==> src/rtl/usb4_clk_pkg.sv <==
// Shared definitions for the USB4 clock-enable / reset-sequencing generator.
package usb4_clk_pkg;

    // Generation encoding on gen_sel_i / gen_active_o
    localparam int GEN2 = 0;
    localparam int GEN3 = 1;
    localparam int GEN4 = 2;

    // System-reset sequencer states
    typedef enum logic {
        RST_HOLD = 1'b0,
        RST_RUN  = 1'b1
    } rst_state_e;

    // Channel 0 is sideband; each generation owns a lane/FSM channel pair after it.
    function automatic int lane_ch(input int g);
        return 1 + 2 * g;
    endfunction

    function automatic int fsm_ch(input int g);
        return 2 + 2 * g;
    endfunction

endpackage

==> src/rtl/usb4_nco_ch.sv <==
// One phase-accumulator channel: increment register, accumulator and a
// registered single-cycle carry tick. A write reloads the increment, clears
// the accumulator and suppresses the tick on that edge.
module usb4_nco_ch #(
    parameter int               ACC_W   = 32,
    parameter logic [ACC_W-1:0] INC_RST = '0
) (
    input  logic             local_clk,
    input  logic             rst,
    input  logic             wr_i,
    input  logic [ACC_W-1:0] inc_i,
    output logic             tick_o,
    output logic             carry_nxt_o
);

    logic [ACC_W-1:0] acc_q, acc_d;
    logic [ACC_W-1:0] inc_q, inc_d;
    logic             tick_q, tick_d;
    logic [ACC_W:0]   sum;

    // Next-state: accumulate with carry-out, or reload on a config write
    always_comb begin
        sum    = {1'b0, acc_q} + {1'b0, inc_q};
        acc_d  = sum[ACC_W-1:0];
        inc_d  = inc_q;
        tick_d = sum[ACC_W];
        if (wr_i) begin
            inc_d  = inc_i;
            acc_d  = '0;
            tick_d = 1'b0;
        end
    end

    // Channel state registers
    always_ff @(posedge local_clk or negedge rst) begin
        if (!rst) begin
            acc_q  <= '0;
            inc_q  <= INC_RST;
            tick_q <= 1'b0;
        end else begin
            acc_q  <= acc_d;
            inc_q  <= inc_d;
            tick_q <= tick_d;
        end
    end

    assign tick_o      = tick_q;
    // Value tick_o takes on the coming edge; lets the top act on the wrap edge itself
    assign carry_nxt_o = tick_d;

endmodule

==> src/rtl/usb4_clk_enable_gen.sv <==
// Clock-enable and reset-sequencing generator: NUM_CH NCO channels, a
// glitch-free lane/FSM generation mux switched on sideband ticks, and a
// sideband-tick-counted system reset sequencer.
module usb4_clk_enable_gen
    import usb4_clk_pkg::*;
#(
    parameter  int NUM_GEN        = 3,
    parameter  int ACC_W          = 32,
    parameter  int SB_INC_DEF     = 13422,
    parameter  int RST_HOLD_TICKS = 3,
    localparam int NUM_CH         = 1 + 2 * NUM_GEN,
    localparam int CH_W           = (NUM_CH > 1) ? $clog2(NUM_CH) : 1,
    localparam int GEN_W          = (NUM_GEN > 1) ? $clog2(NUM_GEN) : 1
) (
    input  logic              local_clk,
    input  logic              rst,
    input  logic              cfg_wr_i,
    input  logic [CH_W-1:0]   cfg_ch_i,
    input  logic [ACC_W-1:0]  cfg_inc_i,
    input  logic [GEN_W-1:0]  gen_sel_i,
    input  logic              sw_rst_req_i,
    output logic [NUM_CH-1:0] tick_o,
    output logic              sb_tick_o,
    output logic              lane_tick_o,
    output logic              fsm_tick_o,
    output logic [GEN_W-1:0]  gen_active_o,
    output logic              sys_rst_n_o
);

    localparam int HCNT_W = (RST_HOLD_TICKS > 0) ? $clog2(RST_HOLD_TICKS + 1) : 1;

    logic [NUM_CH-1:0]  wr_ch;
    logic [NUM_CH-1:0]  tick;
    logic [NUM_CH-1:0]  carry_nxt;
    logic [NUM_GEN-1:0] lane_vec;
    logic [NUM_GEN-1:0] fsm_vec;
    logic               sb_carry;

    // ------------------------------------------------------------------
    // NCO channels
    // ------------------------------------------------------------------
    for (genvar i = 0; i < NUM_CH; i++) begin : g_ch
        localparam logic [ACC_W-1:0] RST_INC = (i == 0) ? ACC_W'(SB_INC_DEF) : '0;

        // Out-of-range cfg_ch_i matches no instance and is dropped here
        assign wr_ch[i] = cfg_wr_i && (int'(cfg_ch_i) == i);

        usb4_nco_ch #(
            .ACC_W   (ACC_W),
            .INC_RST (RST_INC)
        ) u_ch (
            .local_clk   (local_clk),
            .rst         (rst),
            .wr_i        (wr_ch[i]),
            .inc_i       (cfg_inc_i),
            .tick_o      (tick[i]),
            .carry_nxt_o (carry_nxt[i])
        );
    end

    assign sb_carry = carry_nxt[0];

    for (genvar g = 0; g < NUM_GEN; g++) begin : g_pair
        assign lane_vec[g] = tick[lane_ch(g)];
        assign fsm_vec[g]  = tick[fsm_ch(g)];
    end

    // ------------------------------------------------------------------
    // Generation select
    // ------------------------------------------------------------------
    logic [GEN_W-1:0] gen_active_q, gen_active_d;
    logic [GEN_W-1:0] gen_req_q, gen_req_d;
    logic             lane_q, lane_d;
    logic             fsm_q, fsm_d;
    logic             gen_ok;
    logic             gen_switch;

    // Latest in-range request is remembered until a sideband wrap applies it;
    // the switch edge forces both enables low so no partial tick escapes.
    always_comb begin
        gen_ok       = int'(gen_sel_i) < NUM_GEN;
        gen_req_d    = gen_ok ? gen_sel_i : gen_req_q;
        gen_switch   = sb_carry && (gen_req_d != gen_active_q);
        gen_active_d = gen_switch ? gen_req_d : gen_active_q;
        lane_d       = gen_switch ? 1'b0 : lane_vec[gen_active_q];
        fsm_d        = gen_switch ? 1'b0 : fsm_vec[gen_active_q];
    end

    // Generation mux registers
    always_ff @(posedge local_clk or negedge rst) begin
        if (!rst) begin
            gen_active_q <= '0;
            gen_req_q    <= '0;
            lane_q       <= 1'b0;
            fsm_q        <= 1'b0;
        end else begin
            gen_active_q <= gen_active_d;
            gen_req_q    <= gen_req_d;
            lane_q       <= lane_d;
            fsm_q        <= fsm_d;
        end
    end

    // ------------------------------------------------------------------
    // System reset sequencer
    // ------------------------------------------------------------------
    rst_state_e        state_q, state_d;
    logic [HCNT_W-1:0] hcnt_q, hcnt_d;
    logic              rstn_q, rstn_d;
    logic              hold_done;

    // Next-state: count sideband wraps in HOLD; a software request always
    // restarts the hold (any coincident wrap is dropped)
    always_comb begin
        state_d   = state_q;
        hcnt_d    = hcnt_q;
        hold_done = (RST_HOLD_TICKS == 0) ||
                    (sb_carry && (int'(hcnt_q) + 1 >= RST_HOLD_TICKS));
        case (state_q)
            RST_HOLD: begin
                if (sw_rst_req_i) begin
                    hcnt_d = '0;
                end else if (hold_done) begin
                    state_d = RST_RUN;
                    hcnt_d  = '0;
                end else if (sb_carry) begin
                    hcnt_d = hcnt_q + HCNT_W'(1);
                end
            end
            RST_RUN: begin
                if (sw_rst_req_i) begin
                    state_d = RST_HOLD;
                    hcnt_d  = '0;
                end
            end
            default: begin
                state_d = RST_HOLD;
                hcnt_d  = '0;
            end
        endcase
        rstn_d = (state_d == RST_RUN);
    end

    // Sequencer state registers
    always_ff @(posedge local_clk or negedge rst) begin
        if (!rst) begin
            state_q <= RST_HOLD;
            hcnt_q  <= '0;
            rstn_q  <= 1'b0;
        end else begin
            state_q <= state_d;
            hcnt_q  <= hcnt_d;
            rstn_q  <= rstn_d;
        end
    end

    assign tick_o       = tick;
    assign sb_tick_o    = tick[0];
    assign lane_tick_o  = lane_q;
    assign fsm_tick_o   = fsm_q;
    assign gen_active_o = gen_active_q;
    assign sys_rst_n_o  = rstn_q;

endmodule
==> config.mk <==
export PLATFORM = sky130hd
export DESIGN_NAME = usb4_clk_enable_gen
export DESIGN_NICKNAME = d
export VERILOG_FILES = /design/src/rtl/usb4_clk_pkg.sv /design/src/rtl/usb4_nco_ch.sv /design/src/rtl/usb4_clk_enable_gen.sv
export SDC_FILE = /design/constraint.sdc
export NUM_CORES = 1
export LEC_CHECK = 0
export ABC_AREA = 1
export BUFFER_PORTS_ARGS = -buffer_cell sky130_fd_sc_hd__buf_2
export CORE_MARGIN = 8
export CORE_UTILIZATION = 59
export CTS_CLUSTER_DIAMETER = 60
export DETAILED_ROUTE_END_ITERATION = 10
export PLACE_DENSITY_LB_ADDON = 0.1
export SYNTH_ARGS = -nofsm -noshare
export SYNTH_HDL_FRONTEND = slang
export SYNTH_SLANG_ARGS = --single-unit
==> constraint.sdc <==
create_clock -name local_clk -period 2.45 [get_ports local_clk]
set_input_delay 0.49 -clock local_clk [delete_from_list [all_inputs] [get_ports local_clk]]
set_output_delay 0.49 -clock local_clk [all_outputs]
set_load 0.01 [all_outputs]
### Yosys cells after proc, flatten, opt, wreduce, memory -nomap -nowiden

Cells that the tools add are included.

| word-level totals | value |
|---|---|
| flip-flop bits (word level) | 464 |
| memories | 0 |
| ROM bits | 0 |
| latch bits | 0 |
| memory bits (writable) | 0 |

| operators by class | value |
|---|---|
| reductions and logical operators | 11 |
| divide/modulo/power cells | 0 |
| add/sub/neg operators | 9 |
| bitwise operators | 1 |
| equal/unequal tests | 9 |
| $lt $le $gt $ge | 3 |
| shift-type cells | 0 |
| muxes and demuxes | 30 |
| multiply operators | 0 |

Operators by type and width:

| cell | count |
|---|---|
| 32-bit by 32-bit adder with 33-bit output | 7 |
| 32-bit two-way mux | 7 |
| 1-bit two-way mux | 14 |
| 3-bit == test (second input constant) | 4 |
| 2-bit two-way mux | 5 |
| 1-bit logical AND | 9 |
| 3-bit by 2-bit == test with 1-bit output (second input constant) | 2 |
| 1-bit binary-select mux with 2-bit select | 2 |
| 4-bit by 3-bit inequality test with 1-bit output (second input constant) | 1 |
| 2-bit case mux with 2 select lines | 1 |
| 2-bit by 1-bit adder with 3-bit output (second input constant) | 1 |
| 3-bit by 2-bit greater-or-equal comparator with 1-bit output (second input constant) | 1 |
| 3-bit zero test | 1 |
| 2-bit by 3-bit less-than comparator with 1-bit output (second input constant) | 1 |
| 2-bit by 1-bit adder with 2-bit output (second input constant) | 1 |
| 2-bit less-than comparator (second input constant) | 1 |
| 2-bit inequality test | 1 |
| 2-bit inequality test (second input constant) | 1 |
| 1-bit case mux with 2 select lines | 1 |
| 2-bit AND reduction | 1 |
| 1-bit inverter | 1 |

### Depth between registers and ports, before layout

Gate-level depths: netlist of the first run.

| depth | value |
|---|---|
| depth in word-level cells | 7 |
| mapped depth | 15 |
| mapped depth without buffers | 15 |

### Hierarchy

Synthesis of the first run repeated with hierarchy kept, for this count alone.

| unflattened totals | value |
|---|---|
| cell total of the unflattened synthesis | 5162 |
| area, all modules | 33145.5 sq um |

By module, submodules not included:

| module | cells each | seq. area each (sq um) | instances | area each (sq um) |
|---|---|---|---|---|
| usb4_nco_ch (g_ch[3].u_ch ...) | 727 | 1626.6 | 4 | 4673.2 |
| usb4_nco_ch (g_ch[1].u_ch ...) | 727 | 1626.6 | 2 | 4640.7 |
| usb4_nco_ch (g_ch[0].u_ch) | 727 | 1636.6 | 1 | 4650.7 |
| usb4_clk_enable_gen | 73 | 225.2 | 1 | 520.5 |

### Least setup slack after synthesis of the first run

OpenSTA, ideal clock, no wires.

| timing path | value |
|---|---|
| path kind | register to register |
| from | register g_ch[0].u_ch.inc_q[0] |
| to | register hcnt_q[1] |
| library setup time | 0.116 ns |
| clock period less this slack | 1.987 ns |
| data arrival time | 1.870 ns |
| cell stages (with the launch flop) | 15 |
| buffers on the path | 0 |
| data required time | 2.334 ns |
| setup slack | 0.463 ns |
| cells stage by stage | dfrtp_1 -> ha_1 -> fa_1 -> nand2_1 -> nand2_1 -> nand3_1 -> nand2_2 -> nand2_1 -> nand2_2 -> nand2_1 -> nand2_2 -> nand3_2 -> nand2_2 -> nand2_1 -> nand2_1 |

| between the ends | value |
|---|---|
| word-level cells in the longest chain between the ends | 6 |

Ends and longest elaborated chain:

| element | line | source |
|---|---|---|
| from (decl) | usb4_nco_ch.sv:17 | `logic [ACC_W-1:0] inc_q, inc_d;` |
| from (signal assigned) | usb4_nco_ch.sv:42 | `inc_q <= inc_d;` |
| 32-bit by 32-bit adder with 33-bit output * | usb4_nco_ch.sv:23 | `sum = {1'b0, acc_q} + {1'b0, inc_q};` |
| 1-bit two-way mux * | usb4_nco_ch.sv:27 | `if (wr_i) begin` |
| 1-bit logical AND | usb4_clk_enable_gen.sv:118 | `(sb_carry && (int'(hcnt_q) + 1 >= RST_HOLD_TICKS));` |
| 2-bit two-way mux | usb4_clk_enable_gen.sv:123 | `end else if (hold_done) begin` |
| 2-bit two-way mux | usb4_clk_enable_gen.sv:121 | `if (sw_rst_req_i) begin` |
| 2-bit case mux with 2 select lines | usb4_clk_enable_gen.sv:119 | `case (state_q)` |
| to (signal assigned) | usb4_clk_enable_gen.sv:152 | `hcnt_q <= hcnt_d;` |
| to (decl) | usb4_clk_enable_gen.sv:108 | `logic [HCNT_W-1:0] hcnt_q, hcnt_d;` |

Every way passes the cells marked *; elsewhere a longest branch is shown, timed or not.
A chain may end at the register's enable or synchronous reset.

### Worst setup path after layout of the first run

| timing path | value |
|---|---|
| from | register g_ch[5].u_ch.inc_q[0] |
| to | register g_ch[5].u_ch.acc_q[30] |

| between the ends | value |
|---|---|
| word-level cells in the longest chain between the ends | 2 |

Ends and longest elaborated chain:

| element | line | source |
|---|---|---|
| from (decl) | usb4_nco_ch.sv:17 |  |
| from (signal assigned) | usb4_nco_ch.sv:42 |  |
| 32-bit by 32-bit adder with 33-bit output | usb4_nco_ch.sv:23 |  |
| 32-bit two-way mux | usb4_nco_ch.sv:27 |  |
| net g_ch[5].u_ch.acc_d[30] | usb4_nco_ch.sv:16 | `logic [ACC_W-1:0] acc_q, acc_d;` |
| to (signal assigned) | usb4_nco_ch.sv:37 | `acc_q <= '0;` |
| to (signal assigned) | usb4_nco_ch.sv:41 | `acc_q <= acc_d;` |
| to (decl) | usb4_nco_ch.sv:16 |  |

The timed path passes the listed nets, and every way through them passes these cells.

==> flow_summary.toml, run 1 <==
[clock_tree]
cts.path.max_buffers = 3
cts.sinks = 464
cts-root-buf = "clkbuf_16"
clk-insertion-delay-late_ps = 620
ctsHtreeMaxLevel = 2
numCtsBuffers = 54
cts_tree = "yes"
clk_pin_slew_ps = 60

[worst_setup_path]
r2r-start = "g_ch[5].u_ch.inc_q[0]"
rrSetupSlack_ps = 240
r2r_end = "g_ch[5].u_ch.acc_q[30]"
critPathSlowestCell = "fa_1"
critical-path-top-delay-family = "adder cells"
crit_required_ps = 2960
cp_num_buf_inv = 0
arrival_ps = 2720
crit_chain = "ha_1 > fa_1 > nand2_1 > nand3_1 > o21ai_1 > o21ai_2 > nand2_1 > nand2_1 > nand2_1 > nand2_1 > o21ai_0 > nor2_1"
crit_top_cell = "nand2_1"
slowest_delay_ps = 460
end_kind = "flip-flop"
crit_path_start_kind = "flip-flop"
path_max_fanout = 4
crit_type = "flip-flop to flip-flop"
r2r_cells = 12

[synthesis]
synth_area_leaders = "dfrtp_1, nand2_1, ha_1"
syn-cell-area_mm2 = 0.0286
syn_nets = 4119
syn_avg_cell_area_um2 = 7.45
yosysWarnings = 0
synth_top_area_frac = 0.398
synthCells = 3845
synth-seq-area-share = 0.406
ys_ff_latch = 464
ys_types = 43
synth_top_area_cell = "dfrtp_1"

[placed_design]
dpl.hpwl_um = 59100
io_buffers = 53
place_area_mm2 = 0.0298
gp_congestion = 0.979

[route]
drc_errors = 0
wl_um = 81600
num_vias = 26000
viasPerCell = 5.66
ant_nets = 0
wl_per_cell_um = 17.8
drt_iter0_markers = 2362
dr.pass1.iters = 5

[hold_path]
hold_start = "sw_rst_req_i"
hold-path-cell-count = 2
whs_endpoint = "sys_rst_n_o"
worstHoldPathType = "input pin to flip-flop"

[floorplanning]
die_area_mm2 = 0.0558
die_w_um = 236
start_util = 0.599
die_y_um = 236
core_area_mm2 = 0.0478
rows = 80
io_pins = 54

[global_routing]
antenna_found_initial = 15
grt_start_max_net_pins = 90
overflow = 0
grt_pass1_vias = 24200
met2_usage = 0.440
grt_usage = 0.288
grt_pass1_wl_um = 130000
busiest_layer = "met2"
grt_util_met1 = 0.415
use_met3 = 0.0452

[sta]
fmax_mhz = 453
setup_viol = 0
slew_headroom = 0.446
timing.setup.tns_ps = 0
finalCritPeriodShare = 0.901
finClkSkew_ps = 17.8
worst_pin_slew_ps = 832
slew_violations = 0
rsz0062_at_grt = "no"
hold_viol = 0
layout_min_cycle_time_ps = 2210

[power_and_ir_drop]
clock_power_share = 0.195
p_per_area_mw_per_mm2 = 1350
p_int_uw = 23100
power_switching_uw = 19600
power_switching_share = 0.458
leakage_uw = 0.0155
p_comb_frac = 0.530
sequentialPowerShare = 0.276
irDropWorstVdd_v = 0.000823

[layout]
nets = 4195
final_area_mm2 = 0.0316
drive_gt1_frac = 0.0645
area_delta_synth_final_pct = 10.5
fill_cells = 4281

[flow_run]
maxCapViolations = 0

[run_status]
outcome = "complete, no violations"
==> metrics by stage <==
step | util | power (uW) | std cells | setup WS, ps | hold slack [ps]
final | 0.661 | 42700 | 4587 | 243 | 118
after floorplan | - | 28600 | 3845 | 463 | 194
after global placement | 0.622 | 33700 | 4479 | 317 | 435
after CTS | 0.661 | 42500 | 4581 | 250 | 72.5
after global routing | 0.661 | 46500 | 4581 | 12.8 | 101
after detailed placement | 0.622 | 34000 | 4479 | 263 | 438
==> cell type report <==
type / instances / area [um2] / share of cell area
well taps: 615 / 769 / 0.0243
clock inverters: 36 / 364 / 0.0115
repair buffers: 91 / 701 / 0.0221
clock buffers: 65 / 1490 / 0.0470
flip-flops and latches: 464 / 11600 / 0.367
inverters: 317 / 1190 / 0.0377
diodes: 6 / 15.0 / 0.000475
multi-input cells: 2993 / 15500 / 0.490
==> power by group through the flow <==
stage	registers [uW]	clock network [uW]	logic (uW)
detailed placement	11900	0	22100
finish	11800	8320	22600
floorplan	11500	0	17200
global placement	11800	0	21900
global route	12000	8730	25700
CTS	11800	8430	22300
==> registers in the layout, summed over array words and instances, names as in the netlist, 2 cells and up <==
name              count
g_ch.u_ch.tick_o      7
g_ch.u_ch.acc_q     224
hcnt_q                2
gen_active_o          2
g_ch.u_ch.inc_q     224
gen_req_q             2
==> logic make-up after synthesis <==
group / Yosys count / share of synthesized area
flip-flops: 464 / 0.406
XOR/XNOR: 30 / 0.00917
buffers and inverters: 388 / 0.0534
AO/OA/AOI/OAI: 968 / 0.180
AND/OR/NAND/NOR: 1762 / 0.248
adder cells (fa/ha/maj): 233 / 0.104
==> worst max-delay path by stage <==
stage	from	endpoint	slack, ps	depth (start not counted)
after floorplan	g_ch[0].u_ch.inc_q[0]	hcnt_q[1]	460	14
after global placement	g_ch[5].u_ch.inc_q[0]	g_ch[5].u_ch.acc_q[24]	320	12
after detailed placement	g_ch[0].u_ch.inc_q[0]	fsm_tick_o	260	15
after CTS	g_ch[0].u_ch.inc_q[0]	fsm_tick_o	250	15
after global routing	g_ch[5].u_ch.inc_q[0]	g_ch[5].u_ch.acc_q[30]	10	12
final	g_ch[5].u_ch.inc_q[0]	g_ch[5].u_ch.acc_q[30]	240	12
==> cell usage after synthesis (all sizes together) <==
cell	count
nand3b	8
nor2	523
nand3	145
xor2	9
a21oi	410
o21bai	25
dfstp	8
a21o	18
xnor2	21
nor3b	4
o21ai	468
dfrtp	456
o21a	34
nand2	993
o221a	1
and2	1
inv	317
clkbuf	43
ha	226
or2	1
buf	28
fa	7
nor4	8
a211oi	5
nand4	19
o31ai	2
nor3	60
a31oi	5
==> metal layers <==
metal | vias to the layer above | share of wire
met5 | - | 0
met3 | 148 | 0.070
met1 | 12000 | 0.46
met4 | 0 | 0.033
met2 | 804 | 0.44
li1 | 13000 | -
==> what timing repair did <==
action                    in CTS  in global routing
resized for setup              0                  0
hold buffers                   1                  0
buffers inserted               0                  0
hold endpoints to repair      38                  0
==> layout by cell type (no fill, tap or decap), drive strengths merged, types with 6 or more instances in the layout <==
cell type / n
nand2: 993
o21ai: 468
nand3b: 8
a21o: 18
o21a: 34
nor4: 8
fa: 7
dfstp: 8
nor2: 523
xnor2: 21
a21oi: 410
xor2: 9
o21bai: 25
clkinv: 13
inv: 324
ha: 226
nand3: 145
buf: 90
diode: 6
nand4: 19
nor3: 60
clkbuf: 65
clkinvlp: 12
dfrtp: 456
Note: power is estimated with default switching activity, not from simulation.
==> run 2: changes to the inputs <==
--- a/config.mk
+++ b/config.mk
@@ -11,7 +11,7 @@
 export CORE_UTILIZATION = 59
 export CTS_CLUSTER_DIAMETER = 60
 export DETAILED_ROUTE_END_ITERATION = 10
-export PLACE_DENSITY_LB_ADDON = 0.1
+export PLACE_DENSITY = 0.76
 export SYNTH_ARGS = -nofsm -noshare
 export SYNTH_HDL_FRONTEND = slang
 export SYNTH_SLANG_ARGS = --single-unit
==> flow_summary.toml, run 2 (same netlist as run 1, synthesis figures left out) <==
[clock_tree]
cts_resized = 0
cts.path.max_buffers = 3
hold_buffers = 1
numCtsBuffers = 54
ctsHtreeMaxLevel = 2
cts-root-buf = "clkbuf_16"
clk-insertion-delay-late_ps = 610
cts.sinks = 464
post_cts_buffers = 0
clk_pin_slew_ps = 60
cts_tree = "yes"

[floorplanning]
io_pins = 54
core_area_mm2 = 0.0478
start_util = 0.599
die_w_um = 236
die_area_mm2 = 0.0558
die_y_um = 236
rows = 80

[route]
viasPerCell = 5.69
num_vias = 26100
drt_iter0_markers = 2557
highest_layer = "met4"
met2WireLength_um = 36200
wl_per_cell_um = 17.9
dr.pass1.iters = 6
wl_um = 82200
drc_errors = 0
wl_met3_um = 6480
ant_nets = 0
drt-met1-wl_um = 37500

[sta]
timing.setup.tns_ps = 0
finClkSkew_ps = 12.9
slew_headroom = 0.432
worst_pin_slew_ps = 851
fmax_mhz = 445
setup_viol = 0
slew_violations = 0
hold_viol = 0
rsz0062_at_grt = "no"
layout_min_cycle_time_ps = 2250
finalCritPeriodShare = 0.917

[run_status]
outcome = "complete, no violations"

[worst_setup_path]
crit_type = "flip-flop to flip-flop"
crit_path_start_kind = "flip-flop"
arrival_ps = 2730
crit_required_ps = 2940
rrSetupSlack_ps = 200
end_kind = "flip-flop"
path_max_fanout = 4

[layout]
nets = 4197
final_common_cell = "nand2_1"
final_area_mm2 = 0.0317
final_cell_mix = "nand2_1, nor2_1, dfrtp_1"
area_delta_synth_final_pct = 10.6
drive_gt1_frac = 0.0646

[placed_design]
dpl.hpwl_um = 60400
io_buffers = 53
gp_congestion = 0.988
place_area_mm2 = 0.0298

[global_routing]
overflow = 0
grt_pass1_vias = 24600
grt_usage = 0.290
grt_start_max_net_pins = 90
antenna_found_initial = 13
grt_pass1_wl_um = 130000

[power_and_ir_drop]
leakage_uw = 0.0155
power_uw = 42900
irDropWorstVdd_v = 0.000934
p_per_area_mw_per_mm2 = 1350

[hold_path]
worstHoldPathType = "input pin to flip-flop"

[flow_run]
maxCapViolations = 0
[run 2: path summary, 6_finish.rpt]
kind	startpoint	endpoint	depth (start not counted)
max	g_ch[6].u_ch.inc_q[0]	g_ch[6].u_ch.acc_q[24]	12
min	sw_rst_req_i	sys_rst_n_o	2
max reg2reg	g_ch[6].u_ch.inc_q[0]	g_ch[6].u_ch.acc_q[24]	12
min reg2reg	g_ch[0].u_ch.inc_q[6]	g_ch[0].u_ch.inc_q[6]	2
max in group asynchronous	rst	g_ch[0].u_ch.inc_q[2]	3
min in group asynchronous	rst	g_ch[6].u_ch.acc_q[22]	2
[run 2: layout make-up]
cell class,instances,area [um2]
fill,4169,16200
multi-input combinational,2993,15500
sequential,464,11600
clock buffer,69,1550
inverter,317,1190
tap,615,769
timing repair buffer,93,716
clock inverter,29,319
antenna,4,10.0
[run 2: worst max-delay path, stage by stage, from the launching register on]
cell	delay (ps)
dfrtp_1	390
ha_1	220
fa_1	430
nand2_1	100
nand2_1	50
o21ai_1	150
o21ai_1	180
nand2_1	90
nand2_1	80
nand2_1	70
nand2_1	100
o21ai_0	200
nor2_1	60
[run 2: stage by stage]
step	instances	hold slack [ps]	setup slack [ps]	util
4_1_cts	4580	67.0	227	0.662
6_report	4584	101	203	0.662
3_3_place_gp	4481	446	290	0.622
5_1_grt	4580	86.5	42.7	0.662
2_1_floorplan	3845	194	463	-
3_5_place_dp	4481	447	239	0.622
[run 2: per-layer routing]
layer  vias up  global-route usage
met4         0              0.0749
met2       890               0.453
met5         -                   0
met3       109              0.0443
met1     12100               0.419
li1      13000                   -
[run 2: report_power, final]
group / switching (uW) / internal (uW)
Sequential: 1310 / 10500
Combinational: 14800 / 7810
Clock: 3480 / 4960
